===== src/rtl/axi_r_resp_router_if.sv =====
// AXI read-data channel bundle. ID_W/DATA_W size the slave-side (tagged) or
// master-side (tag stripped) flavour of the channel.
interface axi_r_resp_router_if #(
  parameter int ID_W   = 4,
  parameter int DATA_W = 32
) ();
  logic [ID_W-1:0]   rid;
  logic [DATA_W-1:0] rdata;
  logic [1:0]        rresp;
  logic              rlast;
  logic              rvalid;
  logic              rready;

  // AXI master side: receives read data, returns ready
  modport master (
    input  rid, rdata, rresp, rlast, rvalid,
    output rready
  );

  // AXI slave side: produces read data, observes ready
  modport slave (
    output rid, rdata, rresp, rlast, rvalid,
    input  rready
  );
endinterface


===== src/rtl/axi_r_resp_router.sv =====
// Read-data return router for a 2-master/2-slave interconnect.
// Locks onto one slave R channel for a whole burst and steers each beat to the
// master named by the tag in the upper RID bits, stripping that tag on the way.
//
// state   | meaning
// --------+---------------------------------------------------------------
// IDLE    | no slave owned; arbitrate S0/S1 (tie broken by prio)
// LOCK_S0 | burst from S0 routed combinationally until its RLAST handshake
// LOCK_S1 | burst from S1 routed combinationally until its RLAST handshake
module axi_r_resp_router #(
  parameter int ID_BITS   = 4,
  parameter int IDS_BITS  = 8,
  parameter int DATA_BITS = 32,
  parameter int M0_TAG    = 0,
  parameter int M1_TAG    = 1
) (
  input  logic                   ACLK,
  input  logic                   ARESETn,
  axi_r_resp_router_if.master    s0,
  axi_r_resp_router_if.master    s1,
  axi_r_resp_router_if.slave     m0,
  axi_r_resp_router_if.slave     m1,
  output logic                   busy,
  output logic                   tag_err
);

  localparam int TAG_BITS = IDS_BITS - ID_BITS;

  typedef enum logic [1:0] {
    IDLE    = 2'd0,
    LOCK_S0 = 2'd1,
    LOCK_S1 = 2'd2
  } state_t;

  state_t                state, state_nxt;
  logic                  prio, prio_nxt;
  logic                  tag_err_nxt;

  logic [IDS_BITS-1:0]   sel_id;
  logic [DATA_BITS-1:0]  sel_data;
  logic [1:0]            sel_resp;
  logic                  sel_last;
  logic                  sel_valid;
  logic                  sel_ready;
  logic [TAG_BITS-1:0]   sel_tag;
  logic                  locked;
  logic                  to_m0;
  logic                  to_m1;
  logic                  hs;

  // select the locked slave's channel; nothing is selected while idle
  always_comb begin
    sel_id    = '0;
    sel_data  = '0;
    sel_resp  = '0;
    sel_last  = 1'b0;
    sel_valid = 1'b0;
    case (state)
      LOCK_S0: begin
        sel_id    = s0.rid;
        sel_data  = s0.rdata;
        sel_resp  = s0.rresp;
        sel_last  = s0.rlast;
        sel_valid = s0.rvalid;
      end
      LOCK_S1: begin
        sel_id    = s1.rid;
        sel_data  = s1.rdata;
        sel_resp  = s1.rresp;
        sel_last  = s1.rlast;
        sel_valid = s1.rvalid;
      end
      default: ;
    endcase
  end

  assign locked  = (state != IDLE);
  assign sel_tag = sel_id[IDS_BITS-1:ID_BITS];
  assign to_m0   = locked && (sel_tag == TAG_BITS'(M0_TAG));
  assign to_m1   = locked && !to_m0 && (sel_tag == TAG_BITS'(M1_TAG));

  // steer the beat to the tagged master; the other master sees all zeros
  always_comb begin
    m0.rvalid = 1'b0;
    m0.rid    = '0;
    m0.rdata  = '0;
    m0.rresp  = '0;
    m0.rlast  = 1'b0;
    m1.rvalid = 1'b0;
    m1.rid    = '0;
    m1.rdata  = '0;
    m1.rresp  = '0;
    m1.rlast  = 1'b0;
    if (to_m0) begin
      m0.rvalid = sel_valid;
      m0.rid    = sel_id[ID_BITS-1:0];
      m0.rdata  = sel_data;
      m0.rresp  = sel_resp;
      m0.rlast  = sel_last;
    end else if (to_m1) begin
      m1.rvalid = sel_valid;
      m1.rid    = sel_id[ID_BITS-1:0];
      m1.rdata  = sel_data;
      m1.rresp  = sel_resp;
      m1.rlast  = sel_last;
    end
  end

  // an unknown tag is sunk (ready forced high) so the slave cannot stall the bus
  always_comb begin
    sel_ready = 1'b0;
    if (to_m0)       sel_ready = m0.rready;
    else if (to_m1)  sel_ready = m1.rready;
    else if (locked) sel_ready = 1'b1;
  end

  assign s0.rready = (state == LOCK_S0) && sel_ready;
  assign s1.rready = (state == LOCK_S1) && sel_ready;
  assign hs        = sel_valid && sel_ready;
  assign busy      = locked;

  // next-state: arbitrate in IDLE, release on the RLAST handshake and flip priority
  always_comb begin
    state_nxt   = state;
    prio_nxt    = prio;
    tag_err_nxt = hs && !to_m0 && !to_m1;
    case (state)
      IDLE: begin
        if (s0.rvalid && (!s1.rvalid || !prio)) state_nxt = LOCK_S0;
        else if (s1.rvalid)                     state_nxt = LOCK_S1;
      end
      LOCK_S0: begin
        if (hs && sel_last) begin
          state_nxt = IDLE;
          prio_nxt  = 1'b1;
        end
      end
      LOCK_S1: begin
        if (hs && sel_last) begin
          state_nxt = IDLE;
          prio_nxt  = 1'b0;
        end
      end
      default: state_nxt = IDLE;
    endcase
  end

  // state, priority and the registered unknown-tag pulse
  always_ff @(posedge ACLK or negedge ARESETn) begin
    if (!ARESETn) begin
      state   <= IDLE;
      prio    <= 1'b0;
      tag_err <= 1'b0;
    end else begin
      state   <= state_nxt;
      prio    <= prio_nxt;
      tag_err <= tag_err_nxt;
    end
  end

endmodule


===== src/flat_wrapper.sv =====
// flat-port wrapper written by rule: the top's interface ports become plain ports
module axi_r_resp_router_flat 
#(
  parameter int ID_BITS   = 4,
  parameter int IDS_BITS  = 8,
  parameter int DATA_BITS = 32,
  parameter int M0_TAG    = 0,
  parameter int M1_TAG    = 1
)
  (ACLK, ARESETn, busy, tag_err, s0_rid, s0_rdata, s0_rresp, s0_rlast, s0_rvalid, s0_rready, s1_rid, s1_rdata, s1_rresp, s1_rlast, s1_rvalid, s1_rready, m0_rid, m0_rdata, m0_rresp, m0_rlast, m0_rvalid, m0_rready, m1_rid, m1_rdata, m1_rresp, m1_rlast, m1_rvalid, m1_rready);
  axi_r_resp_router_if #(.ID_W(8), .DATA_W(32)) s0_i ();
  axi_r_resp_router_if #(.ID_W(8), .DATA_W(32)) s1_i ();
  axi_r_resp_router_if #(.ID_W(4), .DATA_W(32)) m0_i ();
  axi_r_resp_router_if #(.ID_W(4), .DATA_W(32)) m1_i ();
  input  logic ACLK;
  input  logic ARESETn;
  output logic busy;
  output logic tag_err;
  input wire logic [$bits(s0_i.rid)-1:0] s0_rid;
  input wire logic [$bits(s0_i.rdata)-1:0] s0_rdata;
  input wire logic [$bits(s0_i.rresp)-1:0] s0_rresp;
  input wire logic [$bits(s0_i.rlast)-1:0] s0_rlast;
  input wire logic [$bits(s0_i.rvalid)-1:0] s0_rvalid;
  output wire logic [$bits(s0_i.rready)-1:0] s0_rready;
  input wire logic [$bits(s1_i.rid)-1:0] s1_rid;
  input wire logic [$bits(s1_i.rdata)-1:0] s1_rdata;
  input wire logic [$bits(s1_i.rresp)-1:0] s1_rresp;
  input wire logic [$bits(s1_i.rlast)-1:0] s1_rlast;
  input wire logic [$bits(s1_i.rvalid)-1:0] s1_rvalid;
  output wire logic [$bits(s1_i.rready)-1:0] s1_rready;
  output wire logic [$bits(m0_i.rid)-1:0] m0_rid;
  output wire logic [$bits(m0_i.rdata)-1:0] m0_rdata;
  output wire logic [$bits(m0_i.rresp)-1:0] m0_rresp;
  output wire logic [$bits(m0_i.rlast)-1:0] m0_rlast;
  output wire logic [$bits(m0_i.rvalid)-1:0] m0_rvalid;
  input wire logic [$bits(m0_i.rready)-1:0] m0_rready;
  output wire logic [$bits(m1_i.rid)-1:0] m1_rid;
  output wire logic [$bits(m1_i.rdata)-1:0] m1_rdata;
  output wire logic [$bits(m1_i.rresp)-1:0] m1_rresp;
  output wire logic [$bits(m1_i.rlast)-1:0] m1_rlast;
  output wire logic [$bits(m1_i.rvalid)-1:0] m1_rvalid;
  input wire logic [$bits(m1_i.rready)-1:0] m1_rready;
  assign s0_i.rid = s0_rid;
  assign s0_i.rdata = s0_rdata;
  assign s0_i.rresp = s0_rresp;
  assign s0_i.rlast = s0_rlast;
  assign s0_i.rvalid = s0_rvalid;
  assign s0_rready = s0_i.rready;
  assign s1_i.rid = s1_rid;
  assign s1_i.rdata = s1_rdata;
  assign s1_i.rresp = s1_rresp;
  assign s1_i.rlast = s1_rlast;
  assign s1_i.rvalid = s1_rvalid;
  assign s1_rready = s1_i.rready;
  assign m0_rid = m0_i.rid;
  assign m0_rdata = m0_i.rdata;
  assign m0_rresp = m0_i.rresp;
  assign m0_rlast = m0_i.rlast;
  assign m0_rvalid = m0_i.rvalid;
  assign m0_i.rready = m0_rready;
  assign m1_rid = m1_i.rid;
  assign m1_rdata = m1_i.rdata;
  assign m1_rresp = m1_i.rresp;
  assign m1_rlast = m1_i.rlast;
  assign m1_rvalid = m1_i.rvalid;
  assign m1_i.rready = m1_rready;
  axi_r_resp_router #(.ID_BITS(ID_BITS), .IDS_BITS(IDS_BITS), .DATA_BITS(DATA_BITS), .M0_TAG(M0_TAG), .M1_TAG(M1_TAG)) u_core (.ACLK(ACLK), .ARESETn(ARESETn), .s0(s0_i), .s1(s1_i), .m0(m0_i), .m1(m1_i), .busy(busy), .tag_err(tag_err));
endmodule

===== config.mk =====
export PLATFORM = sky130hd
export DESIGN_NAME = axi_r_resp_router_flat
export DESIGN_NICKNAME = d
export VERILOG_FILES = /design/src/rtl/axi_r_resp_router_if.sv /design/src/rtl/axi_r_resp_router.sv /design/src/flat_wrapper.sv
export SDC_FILE = /design/constraint.sdc
export NUM_CORES = 1
export LEC_CHECK = 0
export ABC_AREA = 1
export CORE_UTILIZATION = 29
export CTS_BUF_LIST = sky130_fd_sc_hd__clkbuf_4
export CTS_CLUSTER_SIZE = 14
export DETAILED_ROUTE_END_ITERATION = 7
export GPL_TIMING_DRIVEN = 0
export PLACE_DENSITY = 0.89
export SLEW_MARGIN = 20
export SYNTH_ARGS = -nofsm -noshare
export SYNTH_HDL_FRONTEND = slang
export SYNTH_SLANG_ARGS = --single-unit

===== constraint.sdc =====
create_clock -name ACLK -period 6.8 [get_ports ACLK]
set_clock_uncertainty 0.05 [all_clocks]
set_input_delay 1.7 -clock ACLK [delete_from_list [all_inputs] [get_ports ACLK]]
set_output_delay 1.7 -clock ACLK [all_outputs]
set_load 0.05 [all_outputs]

==> impl_metrics.yaml <==
status:
  status: "finished, final reports clean"
synthesis:
  async_flop_share_pct: 100
  ys_seq_area_share_pct: 7.10
  synth-compound-area-share_pct: 26.6
  synth_seq_cells: 4
  yosys.area.top_type_share_pct: 23.6
  synth_top_family_by_area: "simple AND/OR/NAND/NOR gates"
  synthMuxAreaShare_pct: 0
  synth_adder_area_share_pct: 2.66
  ys.flop_type: "dfrtp_1"
  syn_nets: 344
  synth.distinct_cells: 23
  syn_area_per_cell_um2: 5.66
  synthSimpleGateAreaFrac_pct: 41.3
  synth_edf_count: 0
  synthTopCellsByArea: "a22o_1 (24%), nor2_1 (20%), inv_1 (14%)"
  synth_area_leader_cell: "a22o_1"
  synth_area_mm2: 0.00141
  synth_xor_area_share_pct: 0
  ys_warn_count: 0
  syn_inst: 249
timing:
  finalSetupViolCount: 0
  slew_headroom_pct: 64.1
  rsz0062_at_grt: "false"
  setup-tns-final_ns: 0
  hold_ws_ns: 0.460
  post-route-min-period_ns: 5.74
  slew_violations: 0
  layout_setup_ws_ns: 1.06
  finalHoldViolations: 0
  finalCritPeriodShare_pct: 84.5
  timing.fmax_ghz: 0.174
  tightestPinTransition_ns: 0.536
finish:
  fill_cells: 423
  areaGrowthSynthToFinish_pct: 131
  final_common_cell: "clkdlybuf4s50_1"
  final_nets: 524
  drive_above_1_share_pct: 7.03
  diodes: 0
  mostFrequentLayoutCells: "clkdlybuf4s50_1 (175), nor2_1 (75), inv_1 (52)"
floorplanning:
  rows: 25
  initial_utilization_pct: 30.1
  die_h_um: 71.7
  io_pins: 176
  core_mm2: 0.00469
  die-width_um: 71.7
  die-area_mm2: 0.00515
drt:
  routedWlPerCell_um: 13.5
  drt.antenna.violating_nets: 0
  wirelength_um: 6470
  vias: 2268
  vias_per_cell: 4.72
  drt_iter0_drc: 102
  dr.pass1.iters: 4
  drcViolationCount: 0
setup_path:
  cp.arrival_ns: 3.99
  cp_slowest_cell: "clkdlybuf4s50_1"
  cp_common_cell: "nand2_1"
  startpoint_type: "input pin"
  end_kind: "primary output"
  crit_chain: "clkdlybuf4s50_1 -> nand2_1 -> nand2_1 -> nand2_1 -> nand2_2 -> nor3_4 -> nand2_2 -> clkbuf_1 -> nor2_1 -> clkdlybuf4s50_1"
  cp.required_ns: 5.05
  cp_max_fo: 10
  critPathKind: "input pin to primary output"
  max_stage_delay_ns: 0.84
clock_network:
  path_clk_slew_ns: 0.04
  cts_buffers: 3
  tritoncts: "done"
  post_cts_resized: 0
  cts-root-buf: "clkbuf_4"
  clkLatencyLatePin_ns: 0.23
  postCtsHoldBufs: 0
  htree_levels: 1
  cts_sinks: 4
  cts_setup_buffers: 0
  clock_path_buffers: 2
global_routing:
  grt_pass1_vias: 2159
  grt_pass1_wl_um: 9950
  grt_antenna_before_repair: 0
  grt-ovfl-total: 0
  grt_usage_pct: 24.2
  grt_max_degree: 11
placement:
  gp_congestion: 0.825
  dp_hpwl_um: 5450
  place_ws_ns: 1.03
  io_buffers: 175
pwr:
  p_clk_share_pct: 3.3
  p_sw_mw: 0.538
  comb_power_share_pct: 92.5
  p_per_area_mw_per_mm2: 273
  ir_worst_vdd_uv: 144
  power_switching_share_pct: 60.6
  seqPwrFrac_pct: 4.1
  leakage_nw: 1.28
  p_int_mw: 0.350
flow_run:
  max_cap_violations: 0
hold_path:
  hp-class: "flip-flop to flip-flop"
## routing by layer
| metal | share of wire (%) | track usage (%) |
|---|---|---|
| met5 | 0 | 0 |
| met4 | 1.5 | 5.88 |
| met3 | 8.7 | 5.20 |
| met2 | 52 | 46.6 |
| met1 | 38 | 26.6 |
## final cells by class
class,count,area [um2],area share (%)
buffer,19,113,3.46
clock buffer,3,22.5,0.693
inverter,54,203,6.23
multi-input combinational,172,995,30.6
sequential,4,100,3.08
tap,54,67.6,2.08
timing repair buffer,175,1750,53.9
## kinds of logic after synthesis
group                    count (synthesis)
AND/OR/NAND/NOR                        123
flip-flops                               4
adder cells (fa/ha/maj)                  3
AO/OA/AOI/OAI                           46
buffers and inverters                   73
## worst max-delay path, delay by kind of cell
kind,cells,cell delay [ns]
simple gates,7,0.78
buf+inv,3,1.52
## cell usage after synthesis (3+ instances only)
library cell and n:
nor2_1 75, buf_6 3, o21ai_0 3, ha_1 3, a21oi_1 3, dfrtp_1 4
buf_2 6, inv_1 52, nand3_1 3, nor2_4 10, clkbuf_1 9, nand2_2 4
nand2_1 25, a22o_1 38
## stage by stage
| step | total power, mW | area [um2] | std cells | utilization [%] |
|---|---|---|---|---|
| 2_1_floorplan | 0.620 | 1410 | 249 | - |
| 3_3_place_gp | 0.844 | 3230 | 478 | 68.8 |
| 3_5_place_dp | 0.859 | 3230 | 478 | 68.8 |
| 4_1_cts | 0.891 | 3250 | 481 | 69.3 |
| 5_1_grt | 0.954 | 3250 | 481 | 69.3 |
| 6_report | 0.888 | 3250 | 481 | 69.3 |
## sequential cells by signal, indices dropped and copies added, names as in the netlist
signal / flops
u_core.prio: 1
u_core.tag_err: 1
u_core.state: 2
## power by group through the flow
stage | registers [mW] | clock network, mW | logic (mW)
finish | 0.0368 | 0.0294 | 0.822
global route | 0.0378 | 0.0313 | 0.885
CTS | 0.0369 | 0.0302 | 0.824
detailed placement | 0.0372 | 0 | 0.822
global placement | 0.0369 | 0 | 0.807
floorplan | 0.0372 | 0 | 0.583
## worst paths after layout
kind / from / endpoint / cells after the start / slack (ns)
worst max-delay path: s0_rid[7] / m0_rdata[15] / 10 / 1.06
worst min-delay path: u_core.prio / u_core.prio / 2 / 0.46
worst max register to register: u_core.state[1] / u_core.state[1] / 13 / 4.81
worst min register to register: u_core.prio / u_core.prio / 2 / 0.46
max in group asynchronous: ARESETn / u_core.prio / 1 / 4.92
min in group asynchronous: ARESETn / u_core.state[1] / 1 / 1.62
(Power assumes the default switching activity.)
